--- src/rtl/gain_gpio_writer_if.sv ---
// Control/status and GPIO bus between a gain-set requester, the writer and the gain-trim receiver.
// The master side requests a new gain set and returns readback. The slave side is the writer.
interface gain_gpio_writer_if #(
    parameter int unsigned GPIO_WIDTH = 32,
    parameter int unsigned NUM_GAINS  = 4,
    parameter int unsigned GAIN_WIDTH = 27
);
    localparam int unsigned IDX_W = (NUM_GAINS > 1) ? $clog2(NUM_GAINS) : 1;

    logic                             start;
    logic [NUM_GAINS*GAIN_WIDTH-1:0]  gains;
    logic                             busy;
    logic                             done;
    logic                             error;
    logic [IDX_W-1:0]                 errIndex;
    logic [GPIO_WIDTH-1:0]            gpioData;
    logic [NUM_GAINS-1:0]             gainStrobes;
    logic [GPIO_WIDTH*NUM_GAINS-1:0]  gainRBK;

    modport master (
        output start, gains, gainRBK,
        input  busy, done, error, errIndex, gpioData, gainStrobes
    );

    modport slave (
        input  start, gains, gainRBK,
        output busy, done, error, errIndex, gpioData, gainStrobes
    );
endinterface

--- src/rtl/gain_gpio_writer.sv ---
// Writes a shadowed gain set to a GPIO gain-trim receiver one strobed word at a time,
// waits for the set to settle, then verifies the receiver's readback against the shadow.
module gain_gpio_writer #(
    parameter int unsigned GPIO_WIDTH = 32,
    parameter int unsigned NUM_GAINS  = 4,
    parameter int unsigned GAIN_WIDTH = 27,
    parameter int unsigned SETTLE     = 2
) (
    input  logic                clk,
    input  logic                rst_n,
    gain_gpio_writer_if.slave   bus_io
);
    localparam int unsigned IDX_W = (NUM_GAINS > 1) ? $clog2(NUM_GAINS) : 1;
    localparam int unsigned CNT_W = (SETTLE > 1) ? $clog2(SETTLE) : 1;
    localparam int unsigned SET_W = NUM_GAINS * GAIN_WIDTH;

    if (NUM_GAINS < 2 || GAIN_WIDTH > GPIO_WIDTH || SETTLE < 1) begin : g_bad_params
        $error("gain_gpio_writer: illegal parameter combination");
    end

    typedef enum logic [2:0] {IDLE, WRITE, SETTLING, VERIFY, DONE} state_e;

    state_e                 state_q, state_d;
    logic [SET_W-1:0]       shadow_q, shadow_d;
    logic [IDX_W-1:0]       idx_q, idx_d;
    logic                   phase_q, phase_d;
    logic [CNT_W-1:0]       cnt_q, cnt_d;
    logic [NUM_GAINS-1:0]   strobes_q, strobes_d;
    logic [GPIO_WIDTH-1:0]  gpio_q, gpio_d;
    logic                   busy_q, busy_d;
    logic                   done_q, done_d;
    logic                   error_q, error_d;
    logic [IDX_W-1:0]       err_idx_q, err_idx_d;

    logic [IDX_W-1:0]       idx_nxt;
    logic [GAIN_WIDTH-1:0]  next_gain;
    logic [NUM_GAINS-1:0]   mismatch;
    logic [IDX_W-1:0]       first_bad;

    assign idx_nxt = idx_q + IDX_W'(1);

    // Shadow word for the next write slot.
    always_comb begin
        next_gain = '0;
        for (int unsigned i = 0; i < NUM_GAINS; i++) begin
            if (idx_nxt == IDX_W'(i)) next_gain = shadow_q[i*GAIN_WIDTH +: GAIN_WIDTH];
        end
    end

    // Full-word readback compare; any set bit above the gain width is a mismatch.
    always_comb begin
        mismatch  = '0;
        first_bad = '0;
        for (int unsigned i = 0; i < NUM_GAINS; i++) begin
            mismatch[i] = bus_io.gainRBK[i*GPIO_WIDTH +: GPIO_WIDTH]
                          != GPIO_WIDTH'(shadow_q[i*GAIN_WIDTH +: GAIN_WIDTH]);
        end
        for (int i = int'(NUM_GAINS) - 1; i >= 0; i--) begin
            if (mismatch[i]) first_bad = IDX_W'(i);
        end
    end

    always_comb begin
        state_d   = state_q;
        shadow_d  = shadow_q;
        idx_d     = idx_q;
        phase_d   = phase_q;
        cnt_d     = cnt_q;
        strobes_d = '0;
        gpio_d    = gpio_q;
        done_d    = 1'b0;
        error_d   = error_q;
        err_idx_d = err_idx_q;
        unique case (state_q)
            IDLE: begin
                if (bus_io.start) begin
                    state_d   = WRITE;
                    shadow_d  = bus_io.gains;
                    idx_d     = '0;
                    phase_d   = 1'b0;
                    strobes_d = NUM_GAINS'(1);
                    gpio_d    = GPIO_WIDTH'(bus_io.gains[GAIN_WIDTH-1:0]);
                    error_d   = 1'b0;
                    err_idx_d = '0;
                end
            end
            WRITE: begin
                if (!phase_q) begin
                    phase_d = 1'b1;
                end else if (idx_q == IDX_W'(NUM_GAINS - 1)) begin
                    state_d = SETTLING;
                    cnt_d   = '0;
                end else begin
                    idx_d     = idx_nxt;
                    phase_d   = 1'b0;
                    strobes_d = NUM_GAINS'(1) << idx_nxt;
                    gpio_d    = GPIO_WIDTH'(next_gain);
                end
            end
            SETTLING: begin
                if (cnt_q == CNT_W'(SETTLE - 1)) state_d = VERIFY;
                else                             cnt_d   = cnt_q + CNT_W'(1);
            end
            VERIFY: begin
                state_d   = DONE;
                done_d    = 1'b1;
                error_d   = |mismatch;
                err_idx_d = first_bad;
            end
            DONE:    state_d = IDLE;
            default: state_d = IDLE;
        endcase
        busy_d = (state_d == WRITE) || (state_d == SETTLING) || (state_d == VERIFY);
    end

    always_ff @(posedge clk or negedge rst_n) begin
        if (!rst_n) begin
            state_q   <= IDLE;
            shadow_q  <= '0;
            idx_q     <= '0;
            phase_q   <= 1'b0;
            cnt_q     <= '0;
            strobes_q <= '0;
            gpio_q    <= '0;
            busy_q    <= 1'b0;
            done_q    <= 1'b0;
            error_q   <= 1'b0;
            err_idx_q <= '0;
        end else begin
            state_q   <= state_d;
            shadow_q  <= shadow_d;
            idx_q     <= idx_d;
            phase_q   <= phase_d;
            cnt_q     <= cnt_d;
            strobes_q <= strobes_d;
            gpio_q    <= gpio_d;
            busy_q    <= busy_d;
            done_q    <= done_d;
            error_q   <= error_d;
            err_idx_q <= err_idx_d;
        end
    end

    assign bus_io.busy        = busy_q;
    assign bus_io.done        = done_q;
    assign bus_io.error       = error_q;
    assign bus_io.errIndex    = err_idx_q;
    assign bus_io.gpioData    = gpio_q;
    assign bus_io.gainStrobes = strobes_q;
endmodule

--- src/flat_wrapper.sv ---
// flat-port wrapper written by rule: the top's interface ports become plain ports
module gain_gpio_writer_flat 
#(
    parameter int unsigned GPIO_WIDTH = 32,
    parameter int unsigned NUM_GAINS  = 4,
    parameter int unsigned GAIN_WIDTH = 27,
    parameter int unsigned SETTLE     = 2
)
  (clk, rst_n, bus_io_start, bus_io_gains, bus_io_gainRBK, bus_io_busy, bus_io_done, bus_io_error, bus_io_errIndex, bus_io_gpioData, bus_io_gainStrobes);
  gain_gpio_writer_if #(.GPIO_WIDTH(GPIO_WIDTH), .NUM_GAINS(NUM_GAINS), .GAIN_WIDTH(GAIN_WIDTH)) bus_io_i ();
  input  logic clk;
  input  logic rst_n;
  input wire logic [$bits(bus_io_i.start)-1:0] bus_io_start;
  input wire logic [$bits(bus_io_i.gains)-1:0] bus_io_gains;
  input wire logic [$bits(bus_io_i.gainRBK)-1:0] bus_io_gainRBK;
  output wire logic [$bits(bus_io_i.busy)-1:0] bus_io_busy;
  output wire logic [$bits(bus_io_i.done)-1:0] bus_io_done;
  output wire logic [$bits(bus_io_i.error)-1:0] bus_io_error;
  output wire logic [$bits(bus_io_i.errIndex)-1:0] bus_io_errIndex;
  output wire logic [$bits(bus_io_i.gpioData)-1:0] bus_io_gpioData;
  output wire logic [$bits(bus_io_i.gainStrobes)-1:0] bus_io_gainStrobes;
  assign bus_io_i.start = bus_io_start;
  assign bus_io_i.gains = bus_io_gains;
  assign bus_io_i.gainRBK = bus_io_gainRBK;
  assign bus_io_busy = bus_io_i.busy;
  assign bus_io_done = bus_io_i.done;
  assign bus_io_error = bus_io_i.error;
  assign bus_io_errIndex = bus_io_i.errIndex;
  assign bus_io_gpioData = bus_io_i.gpioData;
  assign bus_io_gainStrobes = bus_io_i.gainStrobes;
  gain_gpio_writer #(.GPIO_WIDTH(GPIO_WIDTH), .NUM_GAINS(NUM_GAINS), .GAIN_WIDTH(GAIN_WIDTH), .SETTLE(SETTLE)) u_core (.clk(clk), .rst_n(rst_n), .bus_io(bus_io_i));
endmodule
--- config.mk ---
export PLATFORM = sky130hd
export DESIGN_NAME = gain_gpio_writer_flat
export DESIGN_NICKNAME = d
export VERILOG_FILES = /design/src/rtl/gain_gpio_writer_if.sv /design/src/rtl/gain_gpio_writer.sv /design/src/flat_wrapper.sv
export SDC_FILE = /design/constraint.sdc
export NUM_CORES = 1
export LEC_CHECK = 0
export BUFFER_PORTS_ARGS = -buffer_cell sky130_fd_sc_hd__buf_2
export CORE_ASPECT_RATIO = 0.9
export CORE_MARGIN = 5
export CORE_UTILIZATION = 39
export CTS_CLUSTER_SIZE = 10
export DETAILED_ROUTE_END_ITERATION = 16
export PLACE_DENSITY_LB_ADDON = 0.2
export SETUP_SLACK_MARGIN = 0.2
export SLEW_MARGIN = 25
export SYNTH_ARGS = -nofsm -noshare
export SYNTH_HDL_FRONTEND = slang
export SYNTH_SLANG_ARGS = --single-unit
--- constraint.sdc ---
create_clock -name clk -period 5.2 [get_ports clk]
set_clock_uncertainty 0.05 [all_clocks]
set_input_delay 1.04 -clock clk [delete_from_list [all_inputs] [get_ports clk]]
set_output_delay 1.04 -clock clk [all_outputs]
set_load 0.05 [all_outputs]
# Yosys cells after proc, flatten, opt, wreduce, memory -nomap -nowiden
# Cells that the tools add are included.
# op_classes
multipliers,0
n_eq_ne,18
muxes,36
n_lt_le_gt_ge,0
reduce_logical,13
shifts,1
add_sub_neg,2
n_div,0
bitwise_logic,0
# ops
operator,n
!= test 32 x 27 -> 1 bit,4
2-to-1 mux 27 bit,4
2-to-1 mux 32 bit,3
case mux 32 bit (2 select lines),1
2-to-1 mux 2 bit,7
"equality test 3 x 2 -> 1 bit, second input constant",4
2-to-1 mux 3 bit,4
case mux 3 bit (4 select lines),1
2-to-1 mux 1 bit,8
2-to-1 mux 4 bit,2
case mux 2 bit (2 select lines),2
case mux 4 bit (2 select lines),1
"equality test 2 bit, second input constant",3
"equality test 3 x 1 -> 1 bit, second input constant",2
case mux 1 bit (2 select lines),3
AND reduction 2 bit,3
nonzero test 2 bit,3
"!= test 2 x 1 -> 1 bit, second input constant",2
"!= test 2 bit, second input constant",2
AND reduction 4 bit,1
OR reduction 4 bit,1
"left shift 1 x 2 -> 4 bit, first input constant",1
logical NOT 3 bit,1
AND reduction 3 bit,1
other kinds (5),6
# word_totals
word_cells,81
register_bits,156
latch_bits,0
ramBits,0
romBits,0
n_memories,0
output_inout_bits,41

# Depth between registers and ports, before layout
# logic_depth
depth_word,9
ltp_mapped,10

# Least setup slack after synthesis
# OpenSTA, ideal clock, no wires.
# synth_timing
kind,input-to-reg
from,input port bus_io_gainRBK[125]
to,"register u_core.error_q, in the netlist u_core.bus_io.error"
n_path_buf,0
slack_ns,2.681
required_ns,5.029
setup_time_ns,0.121
stages,6
arrival_ns,2.348
cell_sequence,or4_1 > nor2_1 > nand4_1 > nor4_2 > nand3_1 > a22o_1
# synth_via
elab_chain_cells,3
# synth_rtl
item,line_no,text
start: declaration,flat_wrapper.sv:15,input wire logic [$bits(bus_io_i.gainRBK)-1:0] bus_io_gainRBK;
!= test 32 x 27 -> 1 bit,gain_gpio_writer.sv:56,!= GPIO_WIDTH'(shadow_q[i*GAIN_WIDTH +: GAIN_WIDTH]);
OR reduction 4 bit,gain_gpio_writer.sv:107,error_d = |mismatch;
case mux 1 bit (2 select lines),gain_gpio_writer.sv:74,unique case (state_q)
end signal: assignment,gain_gpio_writer.sv:139,error_q <= error_d;
end: declaration,gain_gpio_writer.sv:32,"logic error_q, error_d;"
# No other way between the ends.
# A chain may end at the register's enable or synchronous reset.

# Final worst setup path
# layout_timing
from,register u_core.idx_q[0]
to,"register u_core.gpio_q[7], in the netlist u_core.bus_io.gpioData[7]"
# layout_via
elab_chain_cells,9
elab_cells_between_ends,15
# layout_rtl
item,line_no,text
start: declaration,gain_gpio_writer.sv:25,"logic [IDX_W-1:0] idx_q, idx_d;"
start signal: assignment,gain_gpio_writer.sv:132,idx_q <= idx_d;
adder 2 x 1 -> 2 bit,gain_gpio_writer.sv:40,assign idx_nxt = idx_q + IDX_W'(1);
logical NOT 2 bit,gain_gpio_writer.sv:46,if (idx_nxt == IDX_W'(i)) next_gain = shadow_q[i*GAIN_WIDTH +: GAIN_WIDTH];
2-to-1 mux 27 bit (4 in series),gain_gpio_writer.sv:46,
2-to-1 mux 32 bit,gain_gpio_writer.sv:90,end else if (idx_q == IDX_W'(NUM_GAINS - 1)) begin
2-to-1 mux 32 bit,gain_gpio_writer.sv:88,if (!phase_q) begin
case mux 32 bit (2 select lines),gain_gpio_writer.sv:74,
end signal: assignment,gain_gpio_writer.sv:136,gpio_q <= gpio_d;
end: declaration,gain_gpio_writer.sv:29,"logic [GPIO_WIDTH-1:0] gpio_q, gpio_d;"
# Parallel ways exist; a longest one is shown, timed or not. The select of a mux whose other input is x is not followed.

==> flow_summary.toml <==
[outcome]
status = "complete, no violations"

[route]
drtIter0Drc = 549
drt_wl_total_um = 27800
drt_first_pass_iters = 5
num_vias = 6745
via_per_inst = 5.26
postRouteAntennaNets = 0
drc = 0
post_drt_wl_per_cell_um = 21.7

[clocking]
numCtsBuffers = 17
cts_max_path_buffers = 2
cts_resized = 0
clk_pin_slew_ns = 0.07
cts_root_buf = "clkbuf_16"
ctsHoldBuffers = 0
clock_sinks = 151
cts_tree = "done"
cts_setup_buffers = 0
h-tree-depth = 4
clk_latency_ns = 0.43

[timing]
hold_slack_ns = 0.426
finalMaxSlewViolations = 0
timing.final.crit_share_pct = 57.6
max_freq_mhz = 334
timing_hold_violations_final = 0
rsz0062_at_grt = "no"
worstMarginPinSlew_ns = 1.02
fin_setup_tns_ns = 0
setup_slack_ns = 2.20
relSlewSlack_pct = 31.8
finalSetupViolCount = 0
fin_crit_ns = 3.00

[logic_synthesis]
syn_area_per_cell_um2 = 10.6
ys_seq_elements = 151
synth-edff-count = 0
postSynth.asyncResetShare_pct = 100
yosysSeqAreaShare_pct = 47.0
synth_area_leader_cell = "dfrtp_1"
synth_top_area_share_pct = 47.0
synth_cells = 756
ys.flop_type = "dfrtp_1"
synthTopCellsByArea = "dfrtp_1 47%, mux2_2 15%, xor2_1 10%"
syn_area_mm2 = 0.00804
yosys_warnings = 0
yosysUniqueCellTypes = 36

[global_route]
track_usage_pct = 23.4
grt_pass1_vias = 6916
grt_max_degree = 114
antenna_found_initial = 7
grt-ovfl-total = 0
grt_pass1_wl_um = 41500

[floorplanning]
die_h_um = 146
start_util_pct = 40.0
boundaryPins = 280
core_mm2 = 0.0201
rows = 49
die_w_um = 161
die-area_mm2 = 0.0236

[final_layout]
final_common_cell = "buf_2"
fin_area_mm2 = 0.0103
syn_to_final_growth_pct = 28.0
fin_util_pct = 51.2
mostFrequentLayoutCells = "273 x buf_2, 151 x dfrtp_1, 109 x mux2_2"
nets = 1258
n_fill_cell = 1898
final_layout_size_suffix_gt1_share_pct = 41.9

[place]
dpl_cell_area_mm2 = 0.00962
gp_congestion = 0.845
pre_cts_ws_ns = 2.28
io_buffers = 274
dp_hpwl_um = 21800

[min_path]
hold_depth = 2
hold_class = "reg -> reg"
worstHoldEndpoint = "u_core.bus_io.gpioData[9]"
hold_start = "u_core.bus_io.gpioData[9]"

[critical_path]
cp.required_ns = 5.49
reg2reg_depth = 9
crit_path_end_kind = "register"
reg2reg_slack_ns = 2.20
worstSetupStartpointType = "register"
cp.arrival_ns = 3.29
r2r_end = "u_core.bus_io.gpioData[7]"
r2r-start = "u_core.idx_q[0]"
criticalPathCategory = "reg -> reg"
critical_path.max_fanout = 31

[power_and_ir_drop]
power.density_mw_per_mm2 = 676
peakVddDrop_v = 0.000301
p_leak_nw = 4.69

[run]
maxCapViolCount = 0
## sequential cells by signal, summed over array words and instances, names as in the netlist
register and count:
u_core.shadow_q 108, u_core.bus_io.gpioData 27, u_core.bus_io.gainStrobes 4, u_core.state_q 3, u_core.bus_io.errIndex 2, u_core.idx_q 2
u_core.bus_io.busy 1, u_core.bus_io.done 1, u_core.bus_io.error 1, u_core.cnt_q 1, u_core.phase_q 1
## power breakdown
part	switching (W)	internal, W	total, W
Combinational	0.00185	0.00128	0.00312
Clock	0.000524	0.000826	0.00135
Sequential	0.000720	0.00177	0.00249
Total	0.00309	0.00387	0.00696
## critical path, cell delays in order, from the launching register on
cell and delay, ns:
dfrtp_1 0.47, inv_1 0.19, ha_1 0.69, buf_4 0.41, nand2_1 0.13, a21oi_1 0.18
a21oi_1 0.07, o211ai_1 0.25, o21ai_0 0.26, o21ai_0 0.22
## synth_stat cells (9+ instances only)
| library cell | instances |
|---|---|
| nand4_1 | 9 |
| a21oi_1 | 55 |
| o21ai_0 | 55 |
| clkbuf_1 | 22 |
| mux2_2 | 109 |
| nor4_1 | 23 |
| xnor2_1 | 14 |
| nand3b_1 | 27 |
| dfrtp_1 | 151 |
| o211ai_1 | 27 |
| xor2_1 | 93 |
| buf_2 | 15 |
| nand2_1 | 94 |
## per-layer routing
layer	GRT usage, %	wire, µm	up-vias
met1	32.9	12200	3269
met2	36.5	12800	259
met3	6.23	2350	33
met5	0	69	-
li1	-	-	3174
met4	4.90	427	10
## logic make-up (layout without fill, tap and decap cells)
logic type | count (synthesis) | in the layout | share of synthesized area (%)
AND/OR/NAND/NOR | 182 | 182 | 11.6
flip-flops | 151 | 151 | 47.0
AO/OA/AOI/OAI | 145 | 145 | 10.3
multiplexers | 109 | 109 | 15.3
XOR/XNOR | 107 | 107 | 11.7
buffers and inverters | 53 | 317 | 2.94
adder cells (fa/ha/maj) | 8 | 8 | 1.24
other | 1 | 8 | 0.0466
## area by class of cell
class / instances / area [µm²] / area share, %
clock buffer: 20 / 447 / 4.34
clock inverter: 12 / 189 / 1.84
antenna: 3 / 7.51 / 0.0729
timing repair buffer: 282 / 1470 / 14.3
multi-input combinational: 556 / 4070 / 39.6
sequential: 151 / 3780 / 36.7
tap: 255 / 319 / 3.10
inverter: 3 / 11.3 / 0.109
## stage by stage
| step | total power (W) | std cells |
|---|---|---|
| 3_5_place_dp | 0.00556 | 1246 |
| 4_1_cts | 0.00693 | 1278 |
| 2_1_floorplan | 0.00448 | 760 |
| 5_1_grt | 0.00738 | 1280 |
| 6_report | 0.00696 | 1282 |
| 3_3_place_gp | 0.00551 | 1246 |
## worst max path at each step
stage	slack [ns]	cells past startpoint	end	from
5_1_grt	2.00	9	u_core.bus_io.gpioData[1]	u_core.idx_q[0]
2_1_floorplan	2.68	6	u_core.bus_io.error	bus_io_gainRBK[125]
6_report	2.20	9	u_core.bus_io.gpioData[7]	u_core.idx_q[0]
3_5_place_dp	2.28	5	u_core.bus_io.gpioData[23]	bus_io_start
3_3_place_gp	2.35	5	u_core.bus_io.gpioData[24]	bus_io_start
4_1_cts	2.25	9	u_core.bus_io.gpioData[17]	u_core.idx_q[0]
Note: power is estimated with default switching activity, not from simulation.
